### config.mk
export PLATFORM = sky130hd
export DESIGN_NAME = multi_alert_module
export DESIGN_NICKNAME = d
export VERILOG_FILES = /design/src/rtl/multi_alert_module.sv
export SDC_FILE = /design/constraint.sdc
export NUM_CORES = 1
export LEC_CHECK = 0
export CORE_UTILIZATION = 45
export CTS_BUF_LIST = sky130_fd_sc_hd__clkbuf_8
export CTS_CLUSTER_SIZE = 8
export DETAILED_ROUTE_END_ITERATION = 7
export GPL_TIMING_DRIVEN = 0
export PLACE_DENSITY = 0.79
export SKIP_LAST_GASP = 1
export SLEW_MARGIN = 40
export SYNTH_ARGS = -nofsm -noshare
export SYNTH_HDL_FRONTEND = slang
export SYNTH_SLANG_ARGS = --single-unit
export TNS_END_PERCENT = 20
### constraint.sdc
create_clock -name clk -period 4.3 [get_ports clk]
set_clock_uncertainty 0.1 [all_clocks]
set_input_delay 0.86 -clock clk [delete_from_list [all_inputs] [get_ports clk]]
set_output_delay 0.86 -clock clk [all_outputs]
set_load 0.005 [all_outputs]
### src/rtl/multi_alert_module.sv
// Multi-channel alert latch: debounced raise, latched alert, clear/acknowledge,
// mask and re-arm lockout per channel, plus aggregate status and event count.

// One alert channel: IDLE -> ARMING -> ALERT -> (HOLD) -> IDLE
module multi_alert_chan #(
  parameter int DEBOUNCE = 3
) (
  input  logic clk,
  input  logic rst,
  input  logic a,
  input  logic b,
  input  logic mask,
  output logic q,
  output logic enter
);
  typedef enum logic [1:0] {IDLE, ARMING, ALERT, HOLD} state_e;

  localparam logic [3:0] DEB = 4'(DEBOUNCE);

  state_e     state_q, state_d;
  logic [3:0] cnt_q, cnt_d;
  logic       raise;

  // next-state: b dominates everywhere, mask only gates new raises
  always_comb begin
    state_d = state_q;
    cnt_d   = cnt_q;
    raise   = a & ~b & ~mask;
    case (state_q)
      IDLE: begin
        if (raise) begin
          if (DEBOUNCE == 1) begin
            state_d = ALERT;
            cnt_d   = 4'd0;
          end else begin
            state_d = ARMING;
            cnt_d   = 4'd1;
          end
        end
      end
      ARMING: begin
        if (raise) begin
          if (cnt_q + 4'd1 == DEB) begin
            state_d = ALERT;
            cnt_d   = 4'd0;
          end else begin
            cnt_d = cnt_q + 4'd1;
          end
        end else begin
          state_d = IDLE;
          cnt_d   = 4'd0;
        end
      end
      ALERT: begin
        // a still high at clear time means a stuck source: lock out re-arm
        if (b) state_d = a ? HOLD : IDLE;
      end
      HOLD: begin
        if (!a) state_d = IDLE;
      end
      default: begin
        state_d = IDLE;
        cnt_d   = 4'd0;
      end
    endcase
  end

  // state register with synchronous reset
  always_ff @(posedge clk) begin
    if (rst) begin
      state_q <= IDLE;
      cnt_q   <= 4'd0;
    end else begin
      state_q <= state_d;
      cnt_q   <= cnt_d;
    end
  end

  assign q     = (state_q == ALERT);
  assign enter = (state_d == ALERT) && (state_q != ALERT);
endmodule

// Top: channel array plus aggregate outputs
module multi_alert_module #(
  parameter int CHANNELS = 4,
  parameter int DEBOUNCE = 3,
  parameter int CNT_W    = 8,
  localparam int TW      = (CHANNELS > 1) ? $clog2(CHANNELS) : 1
) (
  input  logic                clk,
  input  logic                rst,
  input  logic [CHANNELS-1:0] a,
  input  logic [CHANNELS-1:0] b,
  input  logic [CHANNELS-1:0] mask,
  output logic [CHANNELS-1:0] q,
  output logic [CHANNELS-1:0] q_bar,
  output logic                any_alert,
  output logic [TW-1:0]       top_id,
  output logic [CNT_W-1:0]    event_cnt
);
  localparam int SW = CNT_W + 5;
  localparam logic [SW-1:0] CNT_MAX = SW'({CNT_W{1'b1}});

  logic [CHANNELS-1:0] enter;
  logic [4:0]          n_enter;
  logic [SW-1:0]       cnt_sum;
  logic [CNT_W-1:0]    event_cnt_q, event_cnt_d;

  for (genvar i = 0; i < CHANNELS; i++) begin : g_ch
    multi_alert_chan #(.DEBOUNCE(DEBOUNCE)) u_ch (
      .clk   (clk),
      .rst   (rst),
      .a     (a[i]),
      .b     (b[i]),
      .mask  (mask[i]),
      .q     (q[i]),
      .enter (enter[i])
    );
  end

  // count channels entering ALERT this edge; widened sum so clamp never wraps
  always_comb begin
    n_enter = 5'd0;
    for (int i = 0; i < CHANNELS; i++) n_enter = n_enter + 5'(enter[i]);
    cnt_sum     = SW'(event_cnt_q) + SW'(n_enter);
    event_cnt_d = (cnt_sum > CNT_MAX) ? {CNT_W{1'b1}} : cnt_sum[CNT_W-1:0];
  end

  // saturating event counter
  always_ff @(posedge clk) begin
    if (rst) event_cnt_q <= '0;
    else     event_cnt_q <= event_cnt_d;
  end

  // lowest active index wins; scan downward so the last hit is the lowest
  always_comb begin
    top_id = '0;
    for (int i = CHANNELS - 1; i >= 0; i--) begin
      if (q[i]) top_id = TW'(i);
    end
  end

  assign q_bar     = ~q;
  assign any_alert = |q;
  assign event_cnt = event_cnt_q;
endmodule

# Word level (Yosys, flattened, before mapping)
# Index checks and enable logic that the tools add are counted.
[totals] regBits=32 in_bits=14 out_inout_bits=19
[classes] reduce_logical=17 eq_ne=28 n_bitwise=17 mux=49 addsub=8 magnitude_cmp=1
[op_table] cell="$mux 2" n=28
[op_table] cell="$mux 4" n=12
[op_table] cell="$pmux 2 s4" n=4
[op_table] cell="$pmux 4 s2" n=4
[op_table] cell="$eq 2x2->1 const B" n=12
[op_table] cell="$add 4x1->4 const B" n=4
[op_table] cell="$eq 4x2->1 const B" n=4
[op_table] cell="$add 8x4->9" n=1
[op_table] cell="$gt 9x8->1 const B" n=1
[op_table] cell="$and 1x1->1" n=8
[op_table] cell="$eq 2x1->1 const B" n=4
[op_table] cell="$logic_not 2->1" n=4
[op_table] cell="$mux 8" n=1
[op_table] cell="$ne 2x1->1 const B" n=4
[op_table] cell="$ne 2x2->1 const B" n=4
[op_table] cell="$not 1->1" n=8
[op_table] cell="$reduce_and 2->1" n=4
[op_table] cell="$reduce_bool 2->1" n=4
[op_table] cell="$add 3x1->4" n=1
[op_table] cell="$logic_and 1x1->1" n=4
[op_table] cell="$not 4->4" n=1
[op_table] cell="$reduce_or 4->1" n=1
[op_table] cell="$add 2x1->3" n=1
[op_table] cell="$add 1x1->2" n=1

# Depth between registers and ports, before layout
[depth] ltp_word=13 ltp_mapped=12

# By module
# Synthesis repeated with hierarchy kept, for this count alone.
[unflattened] cells_unflattened=227 hier_area_um2=2023.2
[by_module_without_submodules] module="multi_alert_chan" seq_area_each_um2=120.1 instances=4 area_per_inst_um2=386.6 cells_per_inst=44
[by_module_without_submodules] module="multi_alert_module" seq_area_each_um2=160.2 instances=1 area_per_inst_um2=476.7 cells_per_inst=51

# Worst setup path before layout
# No wires, ideal clock.
[synth_path] path_type="input -> register" from="in b[2]" to="reg event_cnt_q[4] (netlist: event_cnt[4])" setup_ps=116 required_time_ps=4084 t_arrival_ps=3319 setup_slack_ps=765 stages=10 path_cell_list="nor4b_2 -> and2_1 -> buf_6 -> nand2_1 -> fa_1 -> inv_1 -> fa_1 -> fa_1 -> and3_1 -> o211a_1"
[synth_via] elab_chain_len=12 elab_cells_between_ends=14 cone_classes="add/sub (3); order compare (1); eq/ne (1); mux (5); bitwise (3); reduce/logical (1)"
[synth_rtl] element="from (decl)" line="93" rtl="input logic [CHANNELS-1:0] b,"
[synth_rtl] element="$not 1->1" line="28" rtl="raise = a & ~b & ~mask;"
[synth_rtl] element="$and 1x1->1 (2 in a row)" line="28"
[synth_rtl] element="$mux 2, on equally long branches" line="42, 31"
[synth_rtl] element="$pmux 2 s4 *" line="29" rtl="case (state_q)"
[synth_rtl] element="$eq 2x2->1 *" line="80" rtl="assign enter = (state_d == ALERT) && (state_q != ALERT);"
[synth_rtl] element="$logic_and 1x1->1 *" line="80"
[synth_rtl] element="$add 2x1->3 *" line="124" rtl="for (int i = 0; i < CHANNELS; i++) n_enter = n_enter + 5'(enter[i]);"
[synth_rtl] element="$add 3x1->4 *" line="124"
[synth_rtl] element="$add 8x4->9 *" line="125" rtl="cnt_sum = SW'(event_cnt_q) + SW'(n_enter);"
[synth_rtl] element="$gt 9x8->1" line="126" rtl="event_cnt_d = (cnt_sum > CNT_MAX) ? {CNT_W{1'b1}} : cnt_sum[CNT_W-1:0];"
[synth_rtl] element="$mux 8 *" line="126"
[synth_rtl] element="to (signal assigned)" line="132" rtl="else event_cnt_q <= event_cnt_d;"
[synth_rtl] element="to (decl)" line="107" rtl="logic [CNT_W-1:0] event_cnt_q, event_cnt_d;"
# Mark *: on every way between the ends. The rest lies on a longest branch, timed or not.
# A chain may end at the register's enable or synchronous reset.

# Worst setup path in the final report
[layout_path] from="in a[0]" to="reg event_cnt_q[4] (netlist: event_cnt[4])"
[layout_via] elab_chain_len=12 elab_cells_between_ends=16 cone_classes="add/sub (4); order compare (1); eq/ne (1); mux (7); bitwise (2); reduce/logical (1)"
[layout_rtl] element="from (decl)" line="92" rtl="input logic [CHANNELS-1:0] a,"
[layout_rtl] element="$and 1x1->1 (2 in a row)" line="28"
[layout_rtl] element="$mux 2, on equally long branches" line="42, 31"
[layout_rtl] element="$pmux 2 s4 *" line="29"
[layout_rtl] element="$eq 2x2->1 *" line="80"
[layout_rtl] element="$logic_and 1x1->1 *" line="80"
[layout_rtl] element="$add 1x1->2 *" line="124"
[layout_rtl] element="$add 2x1->3 *" line="124"
[layout_rtl] element="$add 3x1->4 *" line="124"
[layout_rtl] element="$add 8x4->9 *" line="125"
[layout_rtl] element="$gt 9x8->1" line="126"
[layout_rtl] element="$mux 8 *" line="126"
# Marked as above.

==> results.yml <==
status:
  status: "complete, no violations"
pwr:
  clkPwrFrac_pct: 41.2
  internal_power_uw: 450
  vdd_drop_max_mv: 0.177
  switchingPower_uw: 145
  switching_share_pct: 24.4
  seqPwrFrac_pct: 51.1
  pwr-share-comb_pct: 7.8
  p_per_area_nw_per_um2: 238
  leakage_uw: 0.000935
  power.total_uw: 595
timing:
  finalCriticalPeriod_ns: 3.94
  maxSlewHeadroom_pct: 55.3
  worst_slew_pin_slew_ns: 0.668
  fmax_mhz: 254
  hold_viol_final: 0
  finalCritPeriodShare_pct: 91.7
  slew_viol_final: 0
  rsz0062_at_grt: "false"
  fin_tns_setup_ns: 0
  setup-violations-final: 0
setup_path:
  path_class: "primary input to flip-flop"
  cp-end-kind: "flip-flop"
  rrSetupSlack_ns: 0.72
  arrival_ns: 4.03
  r2r-end: "event_cnt[4]"
  r2r-start: "g_ch[2].u_ch.cnt_q[0]"
  worstPathRequired_ns: 4.39
  cp_max_fo: 7
  setup.worst_path.start_class: "primary input"
  ff2ff_path_depth: 10
clock_network:
  cts_tree: "done"
  clkTransAtPathRegs_ns: 0.07
  cts_resized: 0
  numCtsBuffers: 5
  root_buffer: "clkbuf_8"
  clockBufferDepth: 2
  cts_max_level: 2
  post_cts_buffers: 0
  clk_latency_ns: 0.29
  clock-sinks: 32
  cts.hold.buffers_added: 0
synthesis:
  synth_simple_gate_area_share_pct: 26.4
  synth_ff_type: "dfxtp_1"
  synth_seq_cells: 32
  seq_area_frac_synth_pct: 31.5
  synthMuxAreaShare_pct: 0.493
  syn_area_um2: 2030
  synthXorXnorAreaFrac_pct: 0.862
  synth_top_family_by_area: "simple AND/OR/NAND/NOR gates"
  synthesis.nets: 264
  synth_compound_area_share_pct: 23.6
  postSynthCellCount: 238
  avgSynthCellArea_um2: 8.54
  async_flop_share_pct: 0
  synthAdderAreaFrac_pct: 8.50
  synth-edff-count: 0
  yosysUniqueCellTypes: 52
  synth_warnings: 0
hold_path:
  worst_hold_path.endpoint: "event_cnt[7]"
  hold_class: "flip-flop to flip-flop"
  hp-start: "event_cnt[7]"
  hold-path-cell-count: 2
die:
  die_w_um: 69.2
  initial_core_util_pct: 46.7
  num_rows: 24
  die_h_um: 69.2
  pin_count: 33
  dieArea_um2: 4790
  core_area_um2: 4350
placement:
  dp_hpwl_mm: 2.97
  gp_congestion: 0.833
  portBuffers: 31
layout:
  drive_gt1_share_pct: 11.2
  layout.nets: 302
  areaGrowthSynthToFinish_pct: 23.0
  antennaDiodeCount: 0
  fill_cells: 397
detailed_routing:
  dr.pass1.iters: 4
  dr.first_iter.drc_count: 69
  drc_errors: 0
  vias: 1815
  vias_per_cell: 5.52
  post_drt_wl_per_cell_um: 12.6
  ant_nets: 0
  wl_mm: 4.14
grt:
  grt_max_degree: 11
  track_usage_pct: 18.7
  antenna_found_initial: 0
  grt_pass1_vias: 1683
  gr-total-overflow: 0
  grt_pass1_wl_mm: 7.29
job:
  drv_cap: 0
[worst max-delay path: stages]
cell,delay (ns)
clkdlybuf4s50_1,0.48
nor3b_2,0.23
nor3b_4,0.36
nand2b_1,0.17
fa_1,0.53
inv_1,0.06
fa_1,0.46
fa_1,0.49
and3_1,0.20
o211a_1,0.19
[synthesized netlist by cell type (2+ instances only)]
| master | instances | area share [%] |
|---|---|---|
| a21bo_2 | 2 | 0.99 |
| a21o_1 | 2 | 0.74 |
| a21oi_1 | 17 | 4.2 |
| a311oi_1 | 3 | 1.3 |
| a311oi_2 | 3 | 2.2 |
| a31oi_1 | 8 | 2.5 |
| a41oi_2 | 2 | 1.6 |
| and2_1 | 4 | 1.2 |
| and3_1 | 7 | 2.2 |
| buf_4 | 5 | 1.8 |
| clkbuf_1 | 4 | 0.74 |
| clkbuf_8 | 2 | 1.4 |
| dfxtp_1 | 32 | 32 |
| fa_1 | 3 | 3.0 |
| ha_1 | 9 | 5.5 |
| inv_1 | 21 | 3.9 |
| nand2_1 | 12 | 2.2 |
| nand2b_1 | 6 | 1.8 |
| nand3_1 | 11 | 2.7 |
| nand3b_1 | 4 | 1.5 |
| nand4_1 | 2 | 0.62 |
| nor2_1 | 18 | 3.3 |
| nor2b_1 | 4 | 1.2 |
| nor3_1 | 4 | 0.99 |
| nor3b_1 | 5 | 1.8 |
| nor4_1 | 3 | 0.92 |
| nor4b_1 | 2 | 0.86 |
| nor4b_2 | 3 | 2.2 |
| o21ai_0 | 13 | 3.2 |
| o31ai_1 | 2 | 0.74 |
| o32ai_1 | 3 | 1.3 |
| xor2_1 | 2 | 0.86 |
[area by class of cell]
| class | instances | area [um2] | share of cell area [%] |
|---|---|---|---|
| plain buffers | 12 | 91.3 | 3.65 |
| flip-flops and latches | 32 | 641 | 25.6 |
| clock buffers | 6 | 82.6 | 3.30 |
| inverters | 22 | 82.6 | 3.30 |
| clock inverters | 2 | 10.0 | 0.400 |
| repair buffers | 31 | 310 | 12.4 |
| well taps | 52 | 65.1 | 2.60 |
| multi-input cells | 172 | 1220 | 48.7 |
[per-stage QoR]
step	setup slack, ns	area [um2]	cells	util (%)	hold slack [ns]
5_1_grt	0.224	2500	329	57.4	0.448
4_1_cts	0.344	2500	329	57.4	0.425
3_3_place_gp	0.0596	2410	321	55.3	0.405
2_1_floorplan	0.765	2030	238	-	0.388
6_report	0.358	2500	329	57.4	0.426
3_5_place_dp	0.0364	2410	321	55.3	0.412
[per-layer routing]
metal	vias to the layer above	share of wire, %	wire length [um]	global-route usage (%)
met2	38	45	1870	29.7
met1	836	49	2030	24.2
li1	934	-	-	-
met3	7	3.9	163	3.92
met4	0	1.9	78	9.30
met5	-	0	0	0
[placed cells by master, fill, tap and decap left out, types with 4 or more instances in the layout]
master,Yosys,routed
dfxtp_1,32,32
clkdlybuf4s50_1,0,31
inv_1,21,21
nor2_1,18,18
a21oi_1,17,17
o21ai_0,13,13
nand2_1,12,12
nand3_1,11,11
ha_1,9,9
a31oi_1,8,8
clkbuf_8,2,8
and3_1,7,7
nand2b_1,6,6
buf_4,5,5
nor3b_1,5,5
clkbuf_1,4,4
nor2b_1,4,4
and2_1,4,4
nand3b_1,4,4
nor3_1,4,4
[power by group through the flow]
stage | registers, uW | logic, uW | clock network [uW]
global route | 304 | 51.7 | 266
floorplan | 309 | 26.0 | 0
CTS | 304 | 46.4 | 247
detailed placement | 311 | 45.8 | 0
finish | 304 | 46.3 | 245
global placement | 310 | 45.2 | 0
[logic make-up after synthesis]
| group | Yosys count |
|---|---|
| adders and majority gates | 12 |
| DFF | 32 |
| xor gates and xnor gates | 2 |
| AOI/OAI and AO/OA | 67 |
| buffers and inverters | 34 |
| and+or+nand+nor | 90 |
| muxes | 1 |
[how the worst max path moves through the flow]
stage	startpoint	endpoint	slack, ns	depth (start not counted)
after floorplan	b[2]	event_cnt[4]	0.76	10
after global routing	a[0]	event_cnt[4]	0.22	10
final	a[0]	event_cnt[4]	0.36	10
after global placement	a[0]	event_cnt[4]	0.06	10
after detailed placement	a[0]	event_cnt[4]	0.04	10
after CTS	a[0]	event_cnt[4]	0.34	10
[registers in the layout, indices dropped and copies added (netlist names)]
register           count
g_ch.u_ch.cnt_q       16
g_ch.u_ch.state_q      8
event_cnt              8
Note: power is estimated with default switching activity, not from simulation.
